## config.mk

```make
export PLATFORM = sky130hd
export DESIGN_NAME = fetch_stage
export DESIGN_NICKNAME = d
export VERILOG_FILES = /design/src/rtl/fetch_stage.sv
export SDC_FILE = /design/constraint.sdc
export NUM_CORES = 1
export LEC_CHECK = 0
export CAP_MARGIN = 20
export CORE_UTILIZATION = 45
export DETAILED_ROUTE_END_ITERATION = 12
export DONT_BUFFER_PORTS = 1
export GPL_ROUTABILITY_DRIVEN = 1
export SYNTH_ARGS = -nofsm -noshare
export SYNTH_HDL_FRONTEND = slang
export SYNTH_SLANG_ARGS = --single-unit
```

## constraint.sdc

```tcl
create_clock -name clk -period 5 [get_ports clk]
set_input_delay 1 -clock clk [delete_from_list [all_inputs] [get_ports clk]]
set_output_delay 1 -clock clk [all_outputs]
set_load 0.02 [all_outputs]
```

## src/rtl/fetch_stage.sv

```systemverilog
// Instruction-fetch stage: owns the PC, drives the word index to the instruction
// port and registers the returned word into the IF/ID pipeline register.
module fetch_stage #(
  parameter logic [31:0] RESET_PC        = 32'h0000_0000,
  parameter bit          HALT_ON_SYSCALL = 1'b1,
  parameter int          CNT_WIDTH       = 32
) (
  input  logic                 clk,
  input  logic                 reset_n,
  input  logic                 stall,
  input  logic                 redirect,
  input  logic [31:0]          redirect_pc,
  output logic [31:0]          imem_addr,
  input  logic [31:0]          imem_data,
  output logic [31:0]          pc,
  output logic [31:0]          id_instr,
  output logic [31:0]          id_pc_plus4,
  output logic                 id_valid,
  output logic                 halted,
  output logic                 misaligned,
  output logic [CNT_WIDTH-1:0] fetch_count
);

  typedef enum logic {RUN, HALTED} state_t;

  localparam logic [31:0] SYSCALL = 32'h0000_000C;

  state_t state;

  assign imem_addr = {2'b00, pc[31:2]};
  assign halted    = (state == HALTED);

  // NOTE: every register here uses non-blocking assignment so that all
  // right-hand sides see pre-edge values, matching the hardware's behaviour.
  always_ff @(posedge clk or negedge reset_n) begin
    if (!reset_n) begin
      state       <= RUN;
      pc          <= RESET_PC;
      id_instr    <= '0;
      id_pc_plus4 <= '0;
      id_valid    <= 1'b0;
      misaligned  <= 1'b0;
      fetch_count <= '0;
    end else begin
      case (state)
        RUN: begin
          if (redirect) begin
            pc          <= {redirect_pc[31:2], 2'b00};
            id_instr    <= '0;
            id_pc_plus4 <= '0;
            id_valid    <= 1'b0;
            if (redirect_pc[1:0] != 2'b00) misaligned <= 1'b1;
          end else if (!stall) begin
            id_instr    <= imem_data;
            id_pc_plus4 <= pc + 32'd4;
            id_valid    <= 1'b1;
            if (fetch_count != '1) fetch_count <= fetch_count + CNT_WIDTH'(1);
            // A delivered syscall parks the PC on itself and stops fetching.
            if (HALT_ON_SYSCALL && imem_data == SYSCALL) state <= HALTED;
            else                                          pc    <= pc + 32'd4;
          end
        end
        HALTED: begin
          if (!stall) begin
            id_instr    <= '0;
            id_pc_plus4 <= '0;
            id_valid    <= 1'b0;
          end
        end
        default: state <= RUN;
      endcase
    end
  end

endmodule

```

Word level (Yosys, flattened, before mapping)
Cells that the tools add are included.
Operators by class
  multiplexer cells: 18
  equality and inequality tests: 6
  add/subtract/negate cells: 2
  bitwise operators: 3
  reduce and logical (&&, ||, !) cells: 5
Operator list (number)
  $mux 32: 8
  $pmux 32 s2: 2
  $add 32x1->32 const B: 1
  $add 32x3->32 const B: 1
  $eq 32x4->1 const B: 1
  $ne 32x32->1 const B: 1
  $mux 1: 7
  $reduce_and 3->1: 2
  $ne 2x2->1 const B: 2
  $reduce_and 4->1: 1
  $ne 3x3->1 const B: 1
  $not 1->1: 3
  $ne 2x1->1 const B: 1
  $pmux 1 s2: 1
  $reduce_and 2->1: 1
  $reduce_bool 2->1: 1
Storage, ports and cells
  register bits: 131
  word-level logic and storage cells: 41
  bits of input ports: 68
  output and inout bits: 163

Logic depth before layout (Yosys ltp)
  word-level depth: 5
  mapped depth: 8

Least setup slack after synthesis
OpenSTA, ideal clock, no wires.
  path type: in2reg
  start point: in imem_data[1]
  end point: reg pc[17]
  required time: 4884 ps
  slack: 2553 ps
  path buffers: 1
  data arrival time: 2331 ps
  stages on the path: 6
  setup time: 116 ps
  path through: nor4bb_1 > nand4_1 > o21ai_0 > clkbuf_1 > o211ai_1 > o311ai_0
On the way
  longest elaborated chain between the ends: 3
Ends and longest elaborated chain
  start: declaration: RTL line 14  | input logic [31:0] imem_data,
  $eq 32x4->1: RTL line 59  | if (HALT_ON_SYSCALL && imem_data == SYSCALL) state <= HALTED;
  $ne 2x2->1 (no line)
  $reduce_and 3->1 (no line)
  end signal: assignment: RTL line 48  | pc <= {redirect_pc[31:2], 2'b00};
  end signal: assignment: RTL line 60  | else pc <= pc + 32'd4;
  end: declaration: RTL line 15  | output logic [31:0] pc,
Every way passes these cells.
A chain may end at the register's enable or synchronous reset.

Worst setup path in the final report
  start point: reg pc[2]
  end point: reg pc[28]
On the way
  longest elaborated chain between the ends: 4
Ends and longest elaborated chain
  $add 32x3->32: RTL line 60
  $mux 32: RTL line 59
  $mux 32: RTL line 53  | end else if (!stall) begin
  $mux 32: RTL line 47  | if (redirect) begin
Every way passes these cells. The select of a mux whose other input is x is not followed.

==> flow_summary.yaml <==
timing:
  slew_headroom: 0.498
  finalHoldWorstSlack_ps: 276
  totalNegativeSetupSlack_ps: 0
  rsz0062_at_grt: "false"
  finalMaxSlewViolations: 0
  timing.clock.skew_ps: 7.25
  post-route-min-period_ps: 2810
  post-route-worst-setup-slack_ps: 2190
  finalSetupViolations: 0
  report.final.hold_viol_count: 0
  max_clock_freq_mhz: 356
  slew_at_the_pin_with_the_worst_max_slew_slack_ps: 745
  fin_crit_sh: 0.561
power_and_ir_drop:
  vdd_ir_drop_max_mv: 0.234
  power.net_switching_uw: 562
  power_frac_comb: 0.023
  power_report.internal_total_mw: 1.75
  total_leakage_power_nw: 2.85
  power-per-cell-area_nw_per_um2: 342
  power.share.switching: 0.243
  sequentialPowerShare: 0.481
  pwr-share-clk: 0.496
  fin_total_pwr_mw: 2.31
global_routing:
  overflow: 0
  grt_first_pass_wirelength_mm: 26.3
  initial_antenna_violation_count: 0
  grt_start_max_net_pins: 129
  globalRouteTotalUtil: 0.239
  vias_in_the_first_global_route: 4701
clock_network:
  number_of_setup_buffers_added_after_cts: 0
  clock_tree_from_tritoncts: "built"
  cts_hold_buf: 0
  clk_pin_slew_worst_paths_ps: 60
  numCtsBuffers: 17
  clock_latency_on_the_worst_skew_pair_ps: 420
  htreeDepth: 4
  cts.sinks: 128
  clock_tree.root_cell: "sky130_fd_sc_hd__clkbuf_16"
  cts_repair_resize_count: 0
  cts-root-to-sink-buffers: 2
place:
  dp_cells: 736
  placed_cell_area_um2: 6200
  buffer_ports.inserted: 0
  gp_congestion: 0.857
  placement.setup.worst_slack_ps: 1870
  detailedPlacementHpwl_mm: 11.8
critical_path:
  timing.rr.start: "pc[2]"
  critPathLaunchType: "flop"
  path_depth: 7
  path_delay_family: "simple AND/OR/NAND/NOR gates"
  crit_path_top_delay_cell: "sky130_fd_sc_hd__dfrtp_1"
  criticalPathCategory: "flop to flop"
  cp.required_ps: 5310
  crit_path_start: "pc[2]"
  critPathMaxStageDelay_ps: 720
  timing.critical_path.buf_inv: 0
  timing.critical_path.to_type: "flop"
  cp_cell_sequence: "ha_1 -> nand3_2 -> or3_1 -> nor2_4 -> and3_1 -> a211oi_1 -> a311oi_1"
  critPathMaxFanout: 9
  cells_on_worst_reg2reg_path: 7
  worst-endpoint-arrival_ps: 3120
layout:
  num-nets-final: 650
  layout.cells.most_common_list: "sky130_fd_sc_hd__dfrtp_1 (128), sky130_fd_sc_hd__nand2_1 (66), sky130_fd_sc_hd__o21ai_0 (37), sky130_fd_sc_hd__xnor2_1 (37), sky130_fd_sc_hd__a22o_1 (34)"
  n_fill_cell: 1248
  antenna_cells: 0
  combined_flip_flop_and_latch_cell_area_um2: 3200
  layout_commonest_cell: "sky130_fd_sc_hd__dfrtp_1"
  post_layout_nonfiller_instances: 769
  final_core_occ: 0.503
  area_growth_pct: 7.11
  multi_input_comb_area_um2: 2700
  drive_above_1_share: 0.0944
  post-route-cell-area_um2: 6770
floorplanning:
  initial_core_util: 0.470
  floorplan.die_area_um2: 14500
  die_h_um: 120
  rows: 42
  overall_die_width_um: 120
  num_io_pins: 231
  core_region_area_um2: 13500
synth:
  yosysTopAreaCell: "sky130_fd_sc_hd__dfrtp_1"
  synth_area_per_cell_um2: 10.2
  yosysSeqAreaShare: 0.507
  synth_flop_cell: "sky130_fd_sc_hd__dfrtp_1"
  postSynthCellCount: 619
  synthTopCellsByArea: "sky130_fd_sc_hd__dfrtp_1 (51%), sky130_fd_sc_hd__xnor2_1 (5.1%), sky130_fd_sc_hd__a22o_1 (4.7%), sky130_fd_sc_hd__buf_4 (4.2%), sky130_fd_sc_hd__nand2_1 (3.9%)"
  synth_enable_flop_cells: 0
  synth_cell_types: 60
  async_reset_ff_frac: 1.00
  syn-cell-area_um2: 6320
  synth-warning-count: 0
  yosysTopAreaCellShare: 0.507
  postSynthRegisterBits: 128
route:
  vias: 4743
  detail_route.iter0.violations: 296
  routedWlPerCell_um: 22.0
  postRouteAntennaNets: 0
  postRouteWirelength_mm: 16.9
  drt_drc_violations_left: 0
  first_pass_iters: 4
  via_per_inst: 6.17
status:
  status: "finished clean"
worst_hold_path:
  hp-class: "input port to async pin"
job:
  total_of_max_cap_violations: 0
-- power groups by stage --
stage               clock network, mW  registers [mW]  logic [mW]
finish                           1.15            1.11      0.0531
global route                     1.22            1.12      0.0583
CTS                              1.16            1.11      0.0513
detailed placement                  0            1.13      0.0512
global placement                    0            1.13      0.0501
floorplan                           0            1.10      0.0860
-- metal layers --
layer  share of wire  global-route usage  up-vias
li1                -                   -     2152
met3           0.097              0.0948       29
met5               0                   0        -
met1            0.41               0.298     2348
met4           0.021              0.0918        0
met2            0.47               0.371      214
-- final timing paths --
path | to | slack (ps)
min | id_instr[21] | 280
max | pc[28] | 2190
max reg2reg | pc[28] | 2190
min reg2reg | misaligned | 630
min in group clk | misaligned | 630
max in group asynchronous | pc[9] | 4550
-- worst reg2reg max path, stage by stage (launching register included) --
cell and delay, ps:
sky130_fd_sc_hd__dfrtp_1 720, sky130_fd_sc_hd__ha_1 360, sky130_fd_sc_hd__nand3_2 180, sky130_fd_sc_hd__or3_1 610, sky130_fd_sc_hd__nor2_4 260, sky130_fd_sc_hd__and3_1 240
sky130_fd_sc_hd__a211oi_1 90, sky130_fd_sc_hd__a311oi_1 230
-- synthesized netlist by cell type, types with 2 or more instances --
cell type	instances
sky130_fd_sc_hd__nand4_1	16
sky130_fd_sc_hd__or3_1	4
sky130_fd_sc_hd__a221o_1	3
sky130_fd_sc_hd__a22o_1	34
sky130_fd_sc_hd__inv_1	6
sky130_fd_sc_hd__nand3_1	30
sky130_fd_sc_hd__or4_1	2
sky130_fd_sc_hd__buf_4	35
sky130_fd_sc_hd__a311oi_1	5
sky130_fd_sc_hd__o211ai_1	9
sky130_fd_sc_hd__a31oi_1	3
sky130_fd_sc_hd__buf_1	4
sky130_fd_sc_hd__a211oi_1	7
sky130_fd_sc_hd__o22ai_1	6
sky130_fd_sc_hd__clkbuf_2	2
sky130_fd_sc_hd__clkbuf_1	21
sky130_fd_sc_hd__nor2_1	27
sky130_fd_sc_hd__and2_1	4
sky130_fd_sc_hd__and4_1	9
sky130_fd_sc_hd__a21oi_1	13
sky130_fd_sc_hd__o21ai_0	37
sky130_fd_sc_hd__a41oi_1	2
sky130_fd_sc_hd__xor2_1	20
sky130_fd_sc_hd__a22oi_1	9
sky130_fd_sc_hd__and3_1	14
sky130_fd_sc_hd__nor3_1	9
sky130_fd_sc_hd__or2_2	2
sky130_fd_sc_hd__nor4_1	11
sky130_fd_sc_hd__nor3_2	3
sky130_fd_sc_hd__xnor2_1	37
sky130_fd_sc_hd__buf_2	5
sky130_fd_sc_hd__ha_1	2
sky130_fd_sc_hd__dfrtp_1	128
sky130_fd_sc_hd__o311ai_0	8
sky130_fd_sc_hd__nand2_1	66
sky130_fd_sc_hd__o21bai_1	2
-- final cells by class --
class	count	share of cell area
Timing Repair Buffer	7	0.00961
Sequential cell	128	0.473
Tap cell	176	0.0325
Clock buffer	18	0.0634
Inverter	7	0.00388
Clock inverter	14	0.0177
Multi-Input combinational cell	419	0.400
-- state kept, by name (all words and copies together), names as in the netlist --
name and flops:
fetch_count 32, id_instr 32, id_pc_plus4 31, pc 30, halted 1, id_valid 1, misaligned 1
-- kinds of logic after synthesis --
family	synth area share
AO/OA/AOI/OAI	0.166
other	0.000593
buffers and inverters	0.0679
XOR/XNOR	0.0790
multiplexers	0.00337
adder cells (fa/ha/maj)	0.00396
flip-flops	0.507
AND/OR/NAND/NOR	0.172
No activity file was read; power rests on OpenSTA's default activity.
